`src/rtl/trap_ctrl.sv`:
```
// Machine-mode trap controller: CSR file, interrupt/exception arbitration and the
// trap redirect handshake towards the fetch stage.
module trap_ctrl #(
    parameter int unsigned NUM_IRQ     = 4,
    parameter logic [31:0] RESET_MTVEC = 32'h0000_0000
) (
    input  logic               clk_i,
    input  logic               reset_i,
    input  logic [31:0]        pc_i,
    input  logic               meip_i,
    input  logic               mtip_i,
    input  logic [NUM_IRQ-1:0] irq_i,
    input  logic               exc_valid_i,
    input  logic [3:0]         exc_cause_i,
    input  logic [31:0]        exc_tval_i,
    input  logic               mret_i,
    input  logic               csr_we_i,
    input  logic [11:0]        csr_addr_i,
    input  logic [31:0]        csr_wdata_i,
    output logic [31:0]        csr_rdata_o,
    output logic               trap_o,
    output logic [31:0]        trap_pc_o,
    input  logic               trap_ready_i,
    output logic [31:0]        mepc_o,
    output logic [NUM_IRQ-1:0] irq_ack_o
);
    localparam logic [11:0] A_MSTATUS  = 12'h300;
    localparam logic [11:0] A_MIE      = 12'h304;
    localparam logic [11:0] A_MTVEC    = 12'h305;
    localparam logic [11:0] A_MSCRATCH = 12'h340;
    localparam logic [11:0] A_MEPC     = 12'h341;
    localparam logic [11:0] A_MCAUSE   = 12'h342;
    localparam logic [11:0] A_MTVAL    = 12'h343;
    localparam logic [11:0] A_MIP      = 12'h344;
    localparam logic [11:0] A_MCYCLE   = 12'hB00;
    localparam logic [11:0] A_MCYCLEH  = 12'hB80;
    localparam logic [31:0] MIE_MASK   = (((32'h1 << NUM_IRQ) - 32'h1) << 16) | 32'h0000_0880;

    typedef enum logic {IDLE, REQ} state_e;

    state_e             state_q, state_d;
    logic               mst_mie_q, mst_mie_d, mst_mpie_q, mst_mpie_d;
    logic [31:0]        mie_q, mie_d, mtvec_q, mtvec_d, mscratch_q, mscratch_d;
    logic [31:0]        mepc_q, mepc_d, mcause_q, mcause_d, mtval_q, mtval_d, mip_q, mip_d;
    logic [63:0]        mcycle_q, mcycle_d;
    logic [31:0]        trap_pc_q, trap_pc_d, rdata_q, rdata_d;
    logic [NUM_IRQ-1:0] ack_q, ack_d;
    logic [31:0]        lat_pc_q, lat_pc_d, lat_cause_q, lat_cause_d, lat_tval_q, lat_tval_d;
    logic [NUM_IRQ-1:0] lat_ack_q, lat_ack_d;

    logic [31:0]        pend;
    logic               int_req;
    logic [4:0]         int_code;
    logic [NUM_IRQ-1:0] int_ack;
    logic [31:0]        mtvec_base;

    assign mtvec_base = {mtvec_q[31:2], 2'b00};

    // Lowest platform line wins among platform lines; MTI and MEI override in turn.
    always_comb begin
        pend     = mip_q & mie_q & {32{mst_mie_q}};
        int_req  = |pend;
        int_code = 5'd0;
        int_ack  = '0;
        for (int k = NUM_IRQ - 1; k >= 0; k--) begin
            if (pend[16+k]) begin
                int_code   = 5'(16 + k);
                int_ack    = '0;
                int_ack[k] = 1'b1;
            end
        end
        if (pend[7]) begin
            int_code = 5'd7;
            int_ack  = '0;
        end
        if (pend[11]) begin
            int_code = 5'd11;
            int_ack  = '0;
        end
    end

    always_comb begin
        rdata_d = 32'h0;
        case (csr_addr_i)
            A_MSTATUS:  rdata_d = {19'b0, 2'b11, 3'b0, mst_mpie_q, 3'b0, mst_mie_q, 3'b0};
            A_MIE:      rdata_d = mie_q;
            A_MTVEC:    rdata_d = mtvec_q;
            A_MSCRATCH: rdata_d = mscratch_q;
            A_MEPC:     rdata_d = mepc_q;
            A_MCAUSE:   rdata_d = mcause_q;
            A_MTVAL:    rdata_d = mtval_q;
            A_MIP:      rdata_d = mip_q;
            A_MCYCLE:   rdata_d = mcycle_q[31:0];
            A_MCYCLEH:  rdata_d = mcycle_q[63:32];
            default:    rdata_d = 32'h0;
        endcase
    end

    always_comb begin
        state_d     = state_q;
        mst_mie_d   = mst_mie_q;
        mst_mpie_d  = mst_mpie_q;
        mie_d       = mie_q;
        mtvec_d     = mtvec_q;
        mscratch_d  = mscratch_q;
        mepc_d      = mepc_q;
        mcause_d    = mcause_q;
        mtval_d     = mtval_q;
        mcycle_d    = mcycle_q + 64'd1;
        trap_pc_d   = trap_pc_q;
        ack_d       = '0;
        lat_pc_d    = lat_pc_q;
        lat_cause_d = lat_cause_q;
        lat_tval_d  = lat_tval_q;
        lat_ack_d   = lat_ack_q;
        mip_d       = 32'h0;
        mip_d[11]   = meip_i;
        mip_d[7]    = mtip_i;
        mip_d[16 +: NUM_IRQ] = irq_i;

        if (csr_we_i) begin
            case (csr_addr_i)
                A_MSTATUS: begin
                    mst_mie_d  = csr_wdata_i[3];
                    mst_mpie_d = csr_wdata_i[7];
                end
                A_MIE:      mie_d      = csr_wdata_i & MIE_MASK;
                A_MTVEC:    mtvec_d    = (csr_wdata_i[1:0] >= 2'd2) ?
                                         {csr_wdata_i[31:2], mtvec_q[1:0]} : csr_wdata_i;
                A_MSCRATCH: mscratch_d = csr_wdata_i;
                A_MEPC:     mepc_d     = {csr_wdata_i[31:2], 2'b00};
                A_MCAUSE:   mcause_d   = csr_wdata_i;
                A_MTVAL:    mtval_d    = csr_wdata_i;
                A_MCYCLE:   mcycle_d   = {mcycle_q[63:32], csr_wdata_i};
                A_MCYCLEH:  mcycle_d   = {csr_wdata_i, mcycle_q[31:0]};
                default: ;
            endcase
        end

        if (state_q == IDLE) begin
            if (mret_i) begin
                mst_mie_d  = mst_mpie_q;
                mst_mpie_d = 1'b1;
            end
            if (int_req || exc_valid_i) begin
                state_d  = REQ;
                lat_pc_d = pc_i;
                if (int_req) begin
                    lat_cause_d = {1'b1, 26'b0, int_code};
                    lat_tval_d  = 32'h0;
                    lat_ack_d   = int_ack;
                    trap_pc_d   = mtvec_base +
                                  ((mtvec_q[1:0] == 2'b01) ? {25'b0, int_code, 2'b00} : 32'h0);
                end else begin
                    lat_cause_d = {28'b0, exc_cause_i};
                    lat_tval_d  = exc_tval_i;
                    lat_ack_d   = '0;
                    trap_pc_d   = mtvec_base;
                end
            end
        end else if (trap_ready_i) begin
            // Commit: trap-owned CSR fields override any CSR write this cycle.
            state_d    = IDLE;
            mepc_d     = {lat_pc_q[31:2], 2'b00};
            mcause_d   = lat_cause_q;
            mtval_d    = lat_tval_q;
            mst_mpie_d = mst_mie_q;
            mst_mie_d  = 1'b0;
            ack_d      = lat_ack_q;
        end
    end

    always_ff @(posedge clk_i or posedge reset_i) begin
        if (reset_i) begin
            state_q    <= IDLE;
            mst_mie_q  <= 1'b0;
            mst_mpie_q <= 1'b0;
            mie_q      <= 32'h0;
            mtvec_q    <= RESET_MTVEC;
            mscratch_q <= 32'h0;
            mepc_q     <= 32'h0;
            mcause_q   <= 32'h0;
            mtval_q    <= 32'h0;
            mip_q      <= 32'h0;
            mcycle_q   <= 64'h0;
            trap_pc_q  <= 32'h0;
            rdata_q    <= 32'h0;
            ack_q      <= '0;
        end else begin
            state_q    <= state_d;
            mst_mie_q  <= mst_mie_d;
            mst_mpie_q <= mst_mpie_d;
            mie_q      <= mie_d;
            mtvec_q    <= mtvec_d;
            mscratch_q <= mscratch_d;
            mepc_q     <= mepc_d;
            mcause_q   <= mcause_d;
            mtval_q    <= mtval_d;
            mip_q      <= mip_d;
            mcycle_q   <= mcycle_d;
            trap_pc_q  <= trap_pc_d;
            rdata_q    <= rdata_d;
            ack_q      <= ack_d;
        end
    end

    // Latched trap payload is only consumed from REQ, so it needs no reset.
    always_ff @(posedge clk_i) begin
        lat_pc_q    <= lat_pc_d;
        lat_cause_q <= lat_cause_d;
        lat_tval_q  <= lat_tval_d;
        lat_ack_q   <= lat_ack_d;
    end

    assign trap_o      = (state_q == REQ);
    assign trap_pc_o   = trap_pc_q;
    assign mepc_o      = mepc_q;
    assign irq_ack_o   = ack_q;
    assign csr_rdata_o = rdata_q;
endmodule

```
`config.mk`:
```
export PLATFORM = sky130hd
export DESIGN_NAME = trap_ctrl
export DESIGN_NICKNAME = d
export VERILOG_FILES = /design/src/rtl/trap_ctrl.sv
export SDC_FILE = /design/constraint.sdc
export NUM_CORES = 1
export LEC_CHECK = 0
export ABC_AREA = 1
export BUFFER_PORTS_ARGS = -buffer_cell sky130_fd_sc_hd__buf_4
export CORE_ASPECT_RATIO = 0.75
export CORE_MARGIN = 8
export CORE_UTILIZATION = 52
export DETAILED_ROUTE_END_ITERATION = 10
export PLACE_DENSITY = 0.75
export SETUP_SLACK_MARGIN = 0.5
export SYNTH_ARGS = -nofsm -noshare
export SYNTH_HDL_FRONTEND = slang
export SYNTH_SLANG_ARGS = --single-unit
```
`constraint.sdc`:
```
create_clock -name clk_i -period 9.7 [get_ports clk_i]
set_clock_uncertainty 0.15 [all_clocks]
set_input_delay 0.485 -clock clk_i [delete_from_list [all_inputs] [get_ports clk_i]]
set_output_delay 0.485 -clock clk_i [all_outputs]
set_load 0.02 [all_outputs]
```
---- Word-level counts from Yosys, hierarchy flattened ----
Cells that the tools add are included.
word-level totals
  register bits after elaboration ......... 407
  input bits .............................. 124
cells by class
  $add $sub $neg .......................... 2
  order comparisons ....................... 1
  eq/ne operators ......................... 13
  muxes and demuxes ....................... 43
  bitwise operators ....................... 5
  reduce and logical (&&, ||, !) cells .... 11
operator list
  operator               number
  $mux 32                14
  $pmux 32 s10           1
  $pmux 64 s2            1
  $eq 12x10->1 const B   8
  $add 64x1->64 const B  1
  $mux 64                1
  $add 32x7->32          1
  $and 20x32->32         1
  $reduce_or 32->1       1
  $mux 5                 6
  $eq 12x12->1 const B   2
  $and 20x20->20         1
  $mux 1                 14
  $mux 4                 3
  $reduce_and 2->1       4
  $mux 7                 1
  $reduce_or 6->1        1
  $reduce_or 5->1        1
  $ne 2x2->1 const B     2
  $reduce_or 4->1        1
  $mux 3                 1
  $not 1->1              3
  $reduce_and 3->1       1
  $reduce_or 3->1        1
  4 further kinds        4

---- Depth between registers and ports, before layout ----
  depth after elaboration ................. 11
  depth in mapped cells ................... 22
  gate-level depth less buffers ........... 21

---- Worst setup path after synthesis ----
OpenSTA, ideal clock, no wires.
  path type ............................... register -> register
  start ................................... reg mst_mie_q
  end ..................................... reg trap_pc_q[18], in the netlist trap_pc_o[18]
  setup time .............................. 0.124 ns
  arrival time ............................ 2.422 ns
  data required time ...................... 9.426 ns
  setup slack ............................. 7.004 ns
  stages on the path, launching flop included .. 21
  buffers on the path ..................... 1
  path through ............................ dfrtp_1 -> buf_4 -> nand3_1 -> a21oi_1 -> o21ai_0 -> nand2_1 -> nand2_1 -> inv_1 -> ha_1 -> inv_1 -> fa_1 -> inv_1 -> nand3_1 -> nand3_1 -> nand2_1 -> nand2_1 -> nand2_1 -> nor2_2 -> nand3_1 -> nand3_1 -> nand2_1
on the way
  word-level cells in the longest chain between the ends .. 10
  elaborated cells on any way between the ends .. 13
  classes of those cells .................. 1 x add/sub; 8 x mux; 1 x bitwise; 3 x reduce/logical
RTL lines
  element                   line  RTL
  start: declaration        42    logic mst_mie_q, mst_mie_d, mst_mpie_q, mst_mpie_d;
  start signal: assignment  191   mst_mie_q <= mst_mie_d;
  $and 20x32->32 (*)        61    pend = mip_q & mie_q & {32{mst_mie_q}};
  $mux 5 (4 in series)      66    if (pend[16+k]) begin
  $mux 5                    72    if (pend[7]) begin
  $mux 5                    76    if (pend[11]) begin
  $mux 7                    153   ((mtvec_q[1:0] == 2'b01) ? {25'b0, int_code, 2'b00} : 32'h0);
  $add 32x7->32             152   trap_pc_d = mtvec_base +
  $mux 32                   148   if (int_req) begin
  end signal: assignment    201   trap_pc_q <= trap_pc_d;
  end: declaration          46    logic [31:0] trap_pc_q, trap_pc_d, rdata_q, rdata_d;
Mark *: on every way between the ends. The rest lies on a longest branch, timed or not.
A chain may end at the register's enable or synchronous reset.

---- Worst setup path in the final report ----
Same ends and word-level chain as after synthesis.

==> run summary <==
status = complete, but fails checks
Register-to-Register Path Depth = 19
ys async rst share = 0.8090
CP Max Fanout = 10
H-tree Lvls = 2
Finished Core Util = 0.6305
DRC errors left = 0
leakage = 11.21 nW
Rows = 61
vias in the first global route = 18911
MaxCap Viol Count = 0
initial antenna violation count = 3
Initial DRC Count = 2892
r2r setup slk = 6.05 ns
Initial Utilization = 0.5296
CP arrival = 3.94 ns
PortBufs = 220
synth top area cells = dfrtp_1 39%, nand2_1 12%, edfxtp_1 11%
Post-synth EDFFs = 72
die width = 240.9 um
hold crit path type = primary input to asynchronous set/reset pin
max frequency = 274.1 MHz
wire per inst = 24.63 um
peak supply drop = 0.1751 mV
top post-synthesis cells by count = 648 x nand2_1, 344 x inv_1, 305 x dfrtp_1
gpl congestion = 1.024
num ports = 225
largest net degree at the start of global routing = 175
Core Region = 0.03725 sq mm
Reg clk slew, reported paths = 0.06 ns
worst slew pin tran = 1.190 ns
Final Setup Violations = 0
RSZ-0062 raised after global routing = no
Fin Hold WS = -0.09898 ns
Root Buffer = clkbuf_16
setup_tns = 0 ns
synthesized area = 0.01973 sq mm
Clock Path Buffers = 3
area leader, netlist = dfrtp_1
failing checks = hold timing
post-route ant nets = 0
final WL = 81290 um
first-pass GRT wire length = 118900 um
Yosys warning count = 0
Yosys cell types = 46
number of synthesized register bits = 377
TritonCTS Sinks = 377
fin nets = 2896
commonest register cell after synthesis = dfrtp_1
crit share post-route = 0.3761
cells after synthesis = 2551
PD cells = 176.3 mW/mm^2
share of layout cells above drive strength 1 = 0.1220
Setup CP Type = flop to flop
relative slew slack = 0.2041
sequential element share of the synthesized area = 0.4965
post-synth top area share = 0.3869
Final Hold Vio Count = 21
Critical Path RT = 9.99 ns
GRT overflow = 0
crit path launch type = flop
post-cts sizing count = 0
Mean Syn Cell Area = 7.732 sq um
post-layout minimum cycle time = 3.648 ns
vias per inst = 5.970
Die Ht = 184.7 um
cts bufs inserted = 39
Worst Setup End Kind = flop
DP Worst Slack = 5.986 ns
Total Routing Usage GR = 0.3576
Total Power = 0.004140 W
DR pass1 iterations = 6
P&R area growth vs syn = 19.06%
TritonCTS clock tree = built
most numerous cell in the Yosys netlist = nand2_1
final setup margin = 6.052 ns
Worst-Skew Late Latency = 0.57 ns
via count = 19701
die area = 0.04449 sq mm
DP HPWL = 58630 um
Final Max Tran Viols = 0
-- worst paths after layout --
check                                       start                         to
max in group asynchronous                 reset_i    mtvec_q[23]$_DFFE_PP0P_
min in group clk_i                         mret_i        mst_mie_q$_DFF_PP0_
max reg2reg                   mst_mie_q$_DFF_PP0_  trap_pc_o[18]$_DFFE_PP0P_
min                                       reset_i       mtval_q[9]$_DFF_PP0_
min reg2reg                lat_pc_q[13]$_DFFE_PP_       mepc_o[13]$_DFF_PP0_
max                           mst_mie_q$_DFF_PP0_  trap_pc_o[18]$_DFFE_PP0P_
-- stage by stage --
| step | std cells | area (sq um) |
|---|---|---|
| after floorplan | 2552 | 19730 |
| after global placement | 3191 | 21740 |
| after detailed placement | 3191 | 21740 |
| after CTS | 3299 | 23480 |
| after global routing | 3300 | 23480 |
| final | 3300 | 23480 |
-- sequential cells by signal, indices dropped and copies added, names as in the netlist --
name	flops
mtval_q	32
trap_pc_o	30
mscratch_q	32
lat_cause_q	6
lat_ack_q	4
mie_q	6
mst_mpie_q	1
mst_mie_q	1
lat_tval_q	32
mip_q	6
mcycle_q	64
irq_ack_o	4
mepc_o	32
mcause_q	32
trap_o	1
mtvec_q	32
lat_pc_q	30
csr_rdata_o	32
-- metal layers --
layer | track usage | vias up | routed length [um]
li1 | - | 8716 | -
met1 | 0.4954 | 9427 | 33030
met2 | 0.5149 | 1319 | 33540
met3 | 0.1331 | 235 | 11530
met4 | 0.1098 | 4 | 3046
met5 | 0.01906 | - | 132
-- cells by family (layout without fill, tap and decap cells) --
logic type,Yosys count,in the layout,synth area share
flops,377,377,0.4965
buf+inv,452,695,0.08969
compound gates,440,440,0.1303
simple gates,1244,1244,0.2651
xor+xnor,30,30,0.01332
other cells,1,3,0.0001901
fa+ha+maj,7,7,0.004821
-- what timing repair did --
item,in CTS,in global routing
hold endpoints to repair,37,0
hold buffers,37,0
setup buffers,0,0
-- power breakdown --
part	internal, W	leakage, nW	switching [W]
clock network	0.000956	0.665	0.000670
registers	0.00176	4.37	0.000129
logic	0.000227	6.17	0.000398
-- critical path: stages, from the launching register on --
cell and delay [ns]:
dfrtp_1 0.55, nand3_2 0.21, nand2_1 0.24, inv_1 0.13, nand2_1 0.10, nand2_1 0.06
inv_1 0.08, ha_1 0.17, inv_1 0.07, fa_1 0.40, inv_1 0.09, nand3_1 0.08
nand3_1 0.18, nand2_1 0.07, nand2_1 0.07, nand2_1 0.11, nor2_2 0.42, nand3_1 0.15
nand3_1 0.12, nand2_1 0.05
-- layout by cell type, fill, tap and decap left out, drive strengths merged, types with 10 or more instances in the layout --
cell	netlist	final
a211oi	25	25
a21oi	59	59
a22oi	20	20
buf	43	238
clkbuf	60	54
clkinv	1	10
dfrtp	305	305
dlygate4sd3	0	37
edfxtp	72	72
inv	348	349
nand2	652	652
nand3	197	197
nand4	41	41
nor2	316	316
nor3	26	26
o211ai	81	81
o21ai	226	226
o22ai	15	15
xnor2	11	11
xor2	19	19
-- cell type report --
cell class | instances | area [sq um]
fill | 3134 | 13760
tap | 504 | 630.6
sequential | 377 | 9794
multi-input combinational | 1723 | 8195
clock inverter | 17 | 279.0
timing repair buffer | 275 | 2170
antenna | 1 | 2.502
inverter | 349 | 1320
clock buffer | 54 | 1092
No activity file was read; power rests on OpenSTA's default activity.
